--- config.mk ---
export PLATFORM = sky130hd
export DESIGN_NAME = serial_adder
export DESIGN_NICKNAME = d
export VERILOG_FILES = /design/src/rtl/serial_adder.sv
export SDC_FILE = /design/constraint.sdc
export NUM_CORES = 1
export LEC_CHECK = 0
export ABC_CLOCK_PERIOD_IN_PS = 4500
export CAP_MARGIN = 20
export CORE_MARGIN = 2
export CORE_UTILIZATION = 45
export CTS_BUF_LIST = sky130_fd_sc_hd__clkbuf_8
export DETAILED_ROUTE_END_ITERATION = 6
export PLACE_DENSITY = 0.73
export SLEW_MARGIN = 20
export SYNTH_ARGS = -nofsm -noshare
export SYNTH_HDL_FRONTEND = slang
export SYNTH_SLANG_ARGS = --single-unit
--- constraint.sdc ---
create_clock -name clk -period 4.5 [get_ports clk]
set_clock_uncertainty 0.05 [all_clocks]
set_input_delay 0.9 -clock clk [delete_from_list [all_inputs] [get_ports clk]]
set_output_delay 0.9 -clock clk [all_outputs]
set_load 0.05 [all_outputs]
--- src/rtl/serial_adder.sv ---
// Multi-cycle adder: adds WIDTH-bit operands CHUNK bits per cycle, LSB chunk first.
// Optional subtract mode (sub port) is enabled by defining SERIAL_ADDER_SUB_EN.
module serial_adder #(
  parameter int WIDTH = 32,
  parameter int CHUNK = 8
) (
  input  logic             clk,
  input  logic             rst_n,
  input  logic             in_valid,
  output logic             in_ready,
  input  logic [WIDTH-1:0] a,
  input  logic [WIDTH-1:0] b,
  input  logic             c_in,
  output logic             out_valid,
  input  logic             out_ready,
  output logic [WIDTH-1:0] s,
  output logic             c_out,
  output logic             overflow
`ifdef SERIAL_ADDER_SUB_EN
  ,
  input  logic             sub
`endif
);

  localparam int NCHUNK = WIDTH / CHUNK;
  localparam int CW     = (NCHUNK > 1) ? $clog2(NCHUNK) : 1;

  generate
    if (WIDTH < 1 || CHUNK < 1 || CHUNK > WIDTH || (WIDTH % CHUNK) != 0) begin : g_bad_params
      $error("serial_adder: CHUNK must divide WIDTH and satisfy 1 <= CHUNK <= WIDTH");
    end
  endgenerate

  typedef enum logic [1:0] {IDLE, BUSY, DONE} state_t;

  state_t           state, state_next;
  logic [WIDTH-1:0] a_reg, b_reg;
  logic             carry;
  logic [CW-1:0]    cnt;
  logic [31:0]      base;
  logic             last_chunk;
  logic [CHUNK-1:0] a_chunk, b_chunk, sum_chunk;
  logic             carry_chunk, carry_msb;
  logic             b_inv, c_eff;
  logic [WIDTH-1:0] b_eff;

  // Subtraction is a + ~b + ~c_in, so only the operand and carry get inverted.
`ifdef SERIAL_ADDER_SUB_EN
  assign b_inv = sub;
  assign c_eff = c_in ^ sub;
`else
  assign b_inv = 1'b0;
  assign c_eff = c_in;
`endif
  assign b_eff = b ^ {WIDTH{b_inv}};

  assign base       = 32'(cnt) * 32'(CHUNK);
  assign last_chunk = (cnt == CW'(NCHUNK - 1));
  assign in_ready   = rst_n && (state == IDLE);
  assign out_valid  = (state == DONE);

  // Carry into the chunk MSB is recovered from the sum bit, so CHUNK=1 needs no special case.
  always_comb begin
    a_chunk   = a_reg[base +: CHUNK];
    b_chunk   = b_reg[base +: CHUNK];
    {carry_chunk, sum_chunk} = {1'b0, a_chunk} + {1'b0, b_chunk} + {{CHUNK{1'b0}}, carry};
    carry_msb = sum_chunk[CHUNK-1] ^ a_chunk[CHUNK-1] ^ b_chunk[CHUNK-1];
  end

  always_comb begin
    state_next = state;
    case (state)
      IDLE:    if (in_valid) state_next = BUSY;
      BUSY:    if (last_chunk) state_next = DONE;
      DONE:    if (out_ready) state_next = IDLE;
      default: state_next = IDLE;
    endcase
  end

  always_ff @(posedge clk) begin
    if (!rst_n) state <= IDLE;
    else        state <= state_next;
  end

  always_ff @(posedge clk) begin
    if (!rst_n) begin
      a_reg    <= '0;
      b_reg    <= '0;
      carry    <= 1'b0;
      cnt      <= '0;
      s        <= '0;
      c_out    <= 1'b0;
      overflow <= 1'b0;
    end else begin
      case (state)
        IDLE: begin
          if (in_valid) begin
            a_reg <= a;
            b_reg <= b_eff;
            carry <= c_eff;
            cnt   <= '0;
          end
        end
        BUSY: begin
          s[base +: CHUNK] <= sum_chunk;
          carry            <= carry_chunk;
          cnt              <= cnt + CW'(1);
          if (last_chunk) begin
            c_out    <= carry_chunk;
            overflow <= carry_msb ^ carry_chunk;
          end
        end
        default: ;
      endcase
    end
  end

endmodule
== After elaboration in Yosys (flattened, before gate mapping) ==
Cells that the tools add are included.
W data, S select, Z words.

* Eq/ne operators: 6
* Reduce and logical (&&, ||, !) cells: 7
* Shift-type cells: 4
* Add/sub/neg operators: 4
* Bitwise logic cells: 3
* Muxes and demuxes: 9

{| class="wikitable"
|+ Operators with widths
! cell !! count
|-
| $shiftx A32 B6 Y8 || 2
|-
| $neg A5 Y34 || 1
|-
| $shift A8 B34 Y32 const A || 1
|-
| $shiftx A8 B34 Y32 || 1
|-
| $bwmux W32 || 1
|-
| $add A8 B8 Y9 || 1
|-
| $add A9 B1 Y9 || 1
|-
| $mux W2 || 4
|-
| $pmux W2 S3 || 1
|-
| $reduce_and A2 Y1 || 3
|-
| $eq A2 B2 Y1 const B || 2
|-
| $ne A2 B2 Y1 const B || 2
|-
| $pmux W2 S2 || 1
|-
| $reduce_and A3 Y1 || 1
|-
| $xor A1 B1 Y1 || 3
|-
| $add A2 B1 Y2 const B || 1
|-
| $eq A2 B1 Y1 const B || 1
|-
| $logic_not A2 Y1 || 1
|-
| $ne A2 B1 Y1 const B || 1
|-
| $pmux W1 S2 || 1
|-
| $reduce_bool A2 Y1 || 1
|-
| $logic_and A1 B1 Y1 || 1
|-
| $mux W1 || 1
|}

* Register bits after elaboration: 103
* Bits of input ports: 69
* Output and inout port bits: 36

== Longest topological paths before layout ==
Gate-level depths: netlist of the first run.

* Word-level depth: 6
* Gate-level depth with buffers: 12
* Depth with buffers taken out: 10

== Least setup slack after synthesis of the first run ==
No wires, ideal clock.

* Kind: reg2reg
* Start: register cnt[0]
* End: register s[14]
* Period minus slack after synthesis: 3482 ps
* Stages on the path, launching flop included: 13
* Buffers on the path: 2
* Arrival time: 3299 ps
* Slack: 1018 ps
* Data required time: 4317 ps
* Cells stage by stage: dfxtp_1 buf_4 buf_2 mux4_2 fa_1 inv_1 fa_1 nor2b_1 o21a_1 o21ai_0 a21oi_1 o41ai_2 o21ai_0

* Cells in the longest elaborated chain, start to end: 5
* Elaborated cells between the ends (all ways): 8
* Classes of those cells: add/sub: 3; shift: 4; mux: 1

{| class="wikitable"
|+ Ends and longest elaborated chain
! element !! RTL line !! text
|-
| start, declared || 39 || <nowiki>logic [CW-1:0] cnt;</nowiki>
|-
| start signal, assigned || 107 || <nowiki>cnt <= cnt + CW'(1);</nowiki>
|-
| $shiftx A32 B6 Y8, on equally long branches || 64, 65 ||
|-
| $add A8 B8 Y9 || 66 || <nowiki>{carry_chunk, sum_chunk} = {1'b0, a_chunk} + {1'b0, b_chunk} + {{CHUNK{1'b0}}, carry};</nowiki>
|-
| $add A9 B1 Y9 || 66 ||
|-
| $shiftx A8 B34 Y32 || 105 || <nowiki>s[base +: CHUNK] <= sum_chunk;</nowiki>
|-
| $bwmux W32 * || 105 ||
|-
| end signal, assigned by index || 105 ||
|-
| end, declared || 16 || <nowiki>output logic [WIDTH-1:0] s,</nowiki>
|}

Every way passes the cells marked *; elsewhere a longest branch is shown, timed or not.
A chain may end at the register's enable or synchronous reset.

== Worst setup path in the final report of the first run ==
* Start: register cnt[0]
* End: register s[6]

Same word-level chain as after synthesis.

==> key figures, run 1 <==
Run status
  – Status: complete, no violations

CTS
  – TritonCTS clock tree: built
  – CTS Hold Bufs: 0
  – Worst-Skew Late Latency: 0.36 ns
  – CTS Buf Count: 9
  – Sinks on Clock Net: 103
  – Post-CTS sizing: 0
  – # Post-CTS Setup Buffers: 0
  – Clk slew on worst S/H paths: 0.10 ns
  – CTS max path bufs: 2
  – Clock root buffer: clkbuf_8
  – H-Tree Depth: 3

Global route
  – Global-route usage over all layers: 20.18%
  – GRT Residual Overflow: 0
  – Number of global-route vias before repair: 3,851
  – Largest net degree at the start of global routing: 106
  – Initial antenna violation count: 0
  – First-pass GRT wire length: 18.27 mm

Final layout
  – P&R area growth vs syn: 28.37%
  – Nets: 690
  – Multi-input logic area: 0.002487 mm^2
  – Ant. Diodes: 0
  – Seq. cell area: 0.002062 mm^2
  – Fraction of layout cells with a size suffix above 1: 7.529%
  – Final-layout fill cell count: 914
  – Core Util, Final: 58.99%
  – Final cell count without fillers: 747

Worst setup path
  – Kind of critical path: flop to flop
  – Critical Path Start Type: flop
  – Nature of the critical path endpoint: flop
  – Crit path required time: 4.68 ns
  – CP arrival: 3.53 ns
  – Crit path max fanout: 13

Placement
  – # port buffers: 104
  – Placed Instances: 731
  – Worst slack, placed: 1.203 ns
  – DP Wirelength: 8.222 mm
  – Final Wtd Congestion: 0.8344

Timing
  – Rel. slew slack: 45.33%
  – Hold Vio Cnt, Final: 0
  – Post-route setup TNS: 0 ns
  – Final Critical Period: 3.351 ns
  – RSZ-0062 raised after global routing: no
  – Max Fclk: 298.4 MHz
  – Worst slew pin tran: 0.8200 ns
  – Final cycle utilization of the critical path: 74.47%
  – Worst Setup Slack, final: 1.149 ns
  – Final slew viol count: 0
  – Final setup fails: 0

Logic synthesis
  – Post-synth top area share: 43.85%
  – Seq/Total Area, Yosys: 43.85%
  – Post-synth EDFFs: 0
  – Leading area contributor after synthesis: dfxtp_1
  – Cells after Synth: 515
  – Commonest cells post-synth: 142 x nand2_1, 103 x dfxtp_1, 66 x a21boi_0, 28 x nor2b_1, 24 x a22oi_1
  – Post-synthesis area per instance: 9.130 um^2
  – Synth Flop Type: dfxtp_1
  – Synth area leaders: dfxtp_1 44%, nand2_1 11%, a21boi_0 11%
  – Seq cells post-synth: 103
  – Post-Syn Nets: 599
  – Most numerous cell in the Yosys netlist: nand2_1
  – Synth Cell Area: 0.004702 mm^2
  – Asr flop ratio synth: 0%
  – Netlist cell types: 42
  – Synth Warn #: 0

Die
  – Die ar.: 0.01128 mm^2
  – Die H: 106.2 um
  – Chip Width: 106.2 um
  – Num ports: 105
  – Row Count: 37
  – Initial Util: 45.96%
  – CORE AREA: 0.01023 mm^2

Detailed routing
  – Drt pass-1 iters: 4
  – DRT antenna net count: 0
  – Via density: 5.240
  – Drt drc: 0
  – Initial DRC Count: 241
  – Drt wl/cell: 14.67 um
  – Vias after detailed routing: 3,914
  – Routed WL: 10.96 mm

Power and ir drop
  – Power Dens Cells: 311.7 mW/mm^2
  – Leakage power: 2.188 nW
  – Overall power: 0.001881 W
  – VDD IR max: 0.0001452 V

Worst hold path
  – Worst hold path class: flop to flop

Run
  – Max Cap Violations: 0
==> worst paths after layout <==
path,cells past startpoint,endpoint,startpoint,slack [ns]
setup / recovery,11,s[6],cnt[0],1.15
hold / removal,2,b_reg[3],b_reg[3],0.42
setup reg to reg,11,s[6],cnt[0],1.15
hold reg to reg,2,b_reg[3],b_reg[3],0.42
==> through the flow <==
step	area [um^2]	hold WS, ns
after floorplan	4702	0.3902
after detailed placement	5838	0.4100
final	6036	0.4194
after CTS	6036	0.4248
after global routing	6036	0.4462
after global placement	5838	0.3992
==> area by class of cell <==
| type | count | share of cell area [%] |
|---|---|---|
| Inverter | 8 | 0.4975 |
| Clock inverter | 7 | 1.223 |
| Timing Repair Buffer | 111 | 18.03 |
| Tap cell | 136 | 2.819 |
| Multi-Input combinational cell | 373 | 41.21 |
| Sequential cell | 103 | 34.16 |
| Clock buffer | 9 | 2.052 |
==> where the power goes <==
part | internal [W] | leakage [nW] | switching (W) | total [W]
clock | 0.000261 | 0.104 | 0.000322 | 0.000582
combinational | 0.000153 | 1.24 | 0.000171 | 0.000324
sequential | 0.000952 | 0.841 | 0.0000228 | 0.000975
total | 0.00137 | 2.19 | 0.000515 | 0.00188
==> critical path, cell delays in order (launching register included) <==
cell,delay [ns]
dfxtp_1,0.34
buf_4,0.26
mux4_2,0.55
fa_1,0.47
inv_1,0.10
fa_1,0.21
nor2b_1,0.06
o21a_1,0.18
o21ai_0,0.27
a21oi_1,0.14
o41ai_2,0.43
o21ai_0,0.15
==> routing by layer <==
metal / global-route usage [%] / part of all wire [%]
met3: 3.801 / 5.2
met5: 0 / 0
met1: 26.27 / 46
met4: 6.579 / 1.7
met2: 33.79 / 47
==> cell families after synthesis <==
| family | after synthesis | share of synthesized area (%) |
|---|---|---|
| DFF | 103 | 43.85 |
| xor gates and xnor gates | 5 | 1.091 |
| buffers and inverters | 39 | 3.326 |
| muxes | 16 | 7.664 |
| and+or+nand+nor | 215 | 20.84 |
| AOI/OAI and AO/OA | 122 | 18.92 |
| adders and majority gates | 15 | 4.311 |
==> layout by cell type, fill, tap and decap left out, types with 2 or more instances in the layout <==
| master | n |
|---|---|
| nand2_1 | 141 |
| dfxtp_1 | 103 |
| clkdlybuf4s50_1 | 103 |
| a21boi_0 | 66 |
| nor2b_1 | 28 |
| a22oi_1 | 24 |
| mux4_2 | 16 |
| ha_1 | 13 |
| nor2_1 | 12 |
| o21ai_0 | 11 |
| inv_1 | 10 |
| clkbuf_8 | 9 |
| nand3_1 | 8 |
| and2_1 | 7 |
| buf_4 | 7 |
| a21oi_1 | 6 |
| nand2b_1 | 5 |
| xnor2_1 | 3 |
| a21o_1 | 3 |
| nand2_2 | 2 |
| o21a_1 | 2 |
| nor3b_1 | 2 |
| o211ai_1 | 2 |
| nand4_1 | 2 |
| and3_1 | 2 |
| fa_1 | 2 |
Note: power is estimated with default switching activity, not from simulation.
==> run 2, diff against run 1 <==
- ABC_CLOCK_PERIOD_IN_PS: 4500 -> 2900
- PLACE_DENSITY: 0.73 -> 0.75
- clock period: 4.5 -> 2.9 ns (I/O delays scaled with it)
==> run 2 against run 1 <==
Non-clock buffer count increased by 9; routed wire length increased by 3.3%; hold slack improved by 0.00066 ns; critical path depth unchanged; largest power group unchanged; die area unchanged; cell area increased by 2.3%; count of clock-buffer cells in the layout increased by 1.
==> key figures, run 2 (same netlist as run 1, synthesis figures left out) <==
Worst hold path
  – Min-delay src: b_reg[4]
  – WHS Path Cells: 2
  – Worst hold path class: flop to flop
  – Hold Path End: b_reg[4]

Detailed routing
  – Vias after detailed routing: 3,937
  – Initial DRC Count: 132
  – Drt drc: 0
  – Drt wl/cell: 14.97 um
  – Drt pass-1 iters: 4
  – DRT antenna net count: 0
  – Via density: 5.208
  – Routed WL: 11.32 mm

CTS
  – CTS max path bufs: 2
  – Clock root buffer: clkbuf_8
  – H-Tree Depth: 3
  – Sinks on Clock Net: 103
  – Worst-Skew Late Latency: 0.38 ns
  – CTS Buf Count: 9
  – Clk slew on worst S/H paths: 0.09 ns
  – CTS Hold Bufs: 0
  – TritonCTS clock tree: built

Timing
  – Hold Vio Cnt, Final: 0
  – Worst Setup Slack, final: 0.03099 ns
  – Final slew viol count: 0
  – Final cycle utilization of the critical path: 98.93%
  – Worst slew pin tran: 0.6084 ns
  – Rel. slew slack: 59.15%
  – Final setup fails: 0
  – Max Fclk: 348.6 MHz
  – RSZ-0062 raised after global routing: yes
  – Final Critical Period: 2.869 ns

Power and ir drop
  – Switching portion of total power: 28.47%
  – Comb power frac: 18.1%
  – Internal power: 0.002082 W
  – Sequential Power Share: 52.2%
  – Clock share of power: 29.7%
  – Leakage power: 2.224 nW
  – Power Dens Cells: 471.2 mW/mm^2
  – Net Sw Power: 0.0008284 W
  – VDD IR max: 0.0002315 V

Final layout
  – Commonest non-fill, non-tap cell in the layout: nand2_1
  – Nets: 699
  – P&R area growth vs syn: 31.35%
  – Commonest non-fill, non-tap cells in the layout: 141 x nand2_1, 102 x clkdlybuf4s50_1, 101 x dfxtp_1, 66 x a21boi_0, 28 x nor2b_1
  – Ant. Diodes: 0
  – Core Util, Final: 60.36%
  – Fraction of layout cells with a size suffix above 1: 11.77%

Placement
  – # port buffers: 104
  – Final Wtd Congestion: 0.8687
  – Worst slack, placed: 0.01393 ns
  – DP Wirelength: 8.436 mm

Die
  – CORE AREA: 0.01023 mm^2
  – Initial Util: 45.96%
  – Die H: 106.2 um
  – Chip Width: 106.2 um
  – Num ports: 105
  – Row Count: 37
  – Die ar.: 0.01128 mm^2

Worst setup path
  – Critical Path Start Type: flop
  – Kind of critical path: flop to flop
  – Crit path required time: 3.12 ns
  – Crit path max fanout: 6
  – R2R Setup Slk: 0.03 ns
  – Nature of the critical path endpoint: flop
  – CP arrival: 3.09 ns
  – Reg2Reg Depth: 11
  – Worst r2r src: cnt[0]
  – R2R Path End: overflow

Global route
  – Largest net degree at the start of global routing: 65
  – Initial antenna violation count: 0
  – First-pass GRT wire length: 18.40 mm
  – Global-route usage over all layers: 20.36%
  – GRT Residual Overflow: 0
  – Number of global-route vias before repair: 3,881

Run
  – Max Cap Violations: 0

Run status
  – Status: complete, no violations
## run 2: cell count changes in the layout (fill, tap and decap cells not counted), sizes merged
cell,previous run,this run
bufinv,1,0
buf,8,18
clkinv,1,2
inv,12,10
clkbuf,9,10
clkdlybuf4s50,103,102
clkinvlp,1,2
## run 2: layer usage
layer	GRT usage (%)	wire length [um]
met4	6.673	216
met1	25.51	4910
met2	35.76	5625
met5	0	0
met3	3.188	567
## run 2: layout make-up
type,instances,area [um^2]
multi-input cells,373,2552
well taps,136,170.2
clock inverters,6,52.55
clock buffers,10,137.6
repair buffers,120,1166
flip-flops and latches,103,2067
inverters,8,30.03
fillers,892,4055
## run 2: power by group through the flow
stage | Combinational [W] | Clock, W | Sequential [W]
detailed placement | 0.000503 | 0 | 0.00155
global placement | 0.000492 | 0 | 0.00155
finish | 0.000528 | 0.000864 | 0.00152
global route | 0.000576 | 0.000926 | 0.00153
floorplan | 0.000301 | 0 | 0.00155
CTS | 0.000510 | 0.000876 | 0.00152
## run 2: how the worst max path moves through the flow
stage / slack, ns / cells past startpoint / end / start
6_report: 0.03 / 11 / overflow / cnt[0]
5_1_grt: -0.09 / 9 / overflow / cnt[0]
4_1_cts: 0.02 / 11 / s[14] / cnt[0]
3_5_place_dp: 0.01 / 10 / s[14] / cnt[0]
3_3_place_gp: 0.09 / 10 / s[6] / cnt[0]
2_1_floorplan: 0.009 / 12 / s[14] / cnt[0]
## run 2: repair_timing
action                                  in CTS  in global routing
endpoints found under the setup margin       4                 10
buffers inserted                             1                  5
pin swaps                                    1                 10
resized for setup                            1                 13
## run 2: metrics by stage
step,total power (W),setup TNS (ns),std cells,instance area (um^2),hold slack [ns]
after CTS,0.002906,0,752,6086,0.4219
after global routing,0.003029,-0.1798,756,6176,0.4420
after global placement,0.002044,0,735,5884,0.4024
after floorplan,0.001855,0,515,4727,0.3902
final,0.002910,0,756,6176,0.4201
after detailed placement,0.002056,0,735,5884,0.4083
## run 2: critical path, stage by stage, from the launching register on
cell and delay, ns:
dfxtp_4 0.40, mux4_2 0.52, fa_2 0.41, inv_2 0.08, fa_2 0.21, nor2b_1 0.05
o21a_1 0.19, o21ai_2 0.19, buf_4 0.16, a21oi_4 0.07, nor4bb_2 0.18, a211o_1 0.26
==> run 3, diff against run 2 <==
- SLEW_MARGIN: 20 -> default
==> results of run 3 <==
Same layout as run 2: the final DEF is identical, and so are final timing and power.
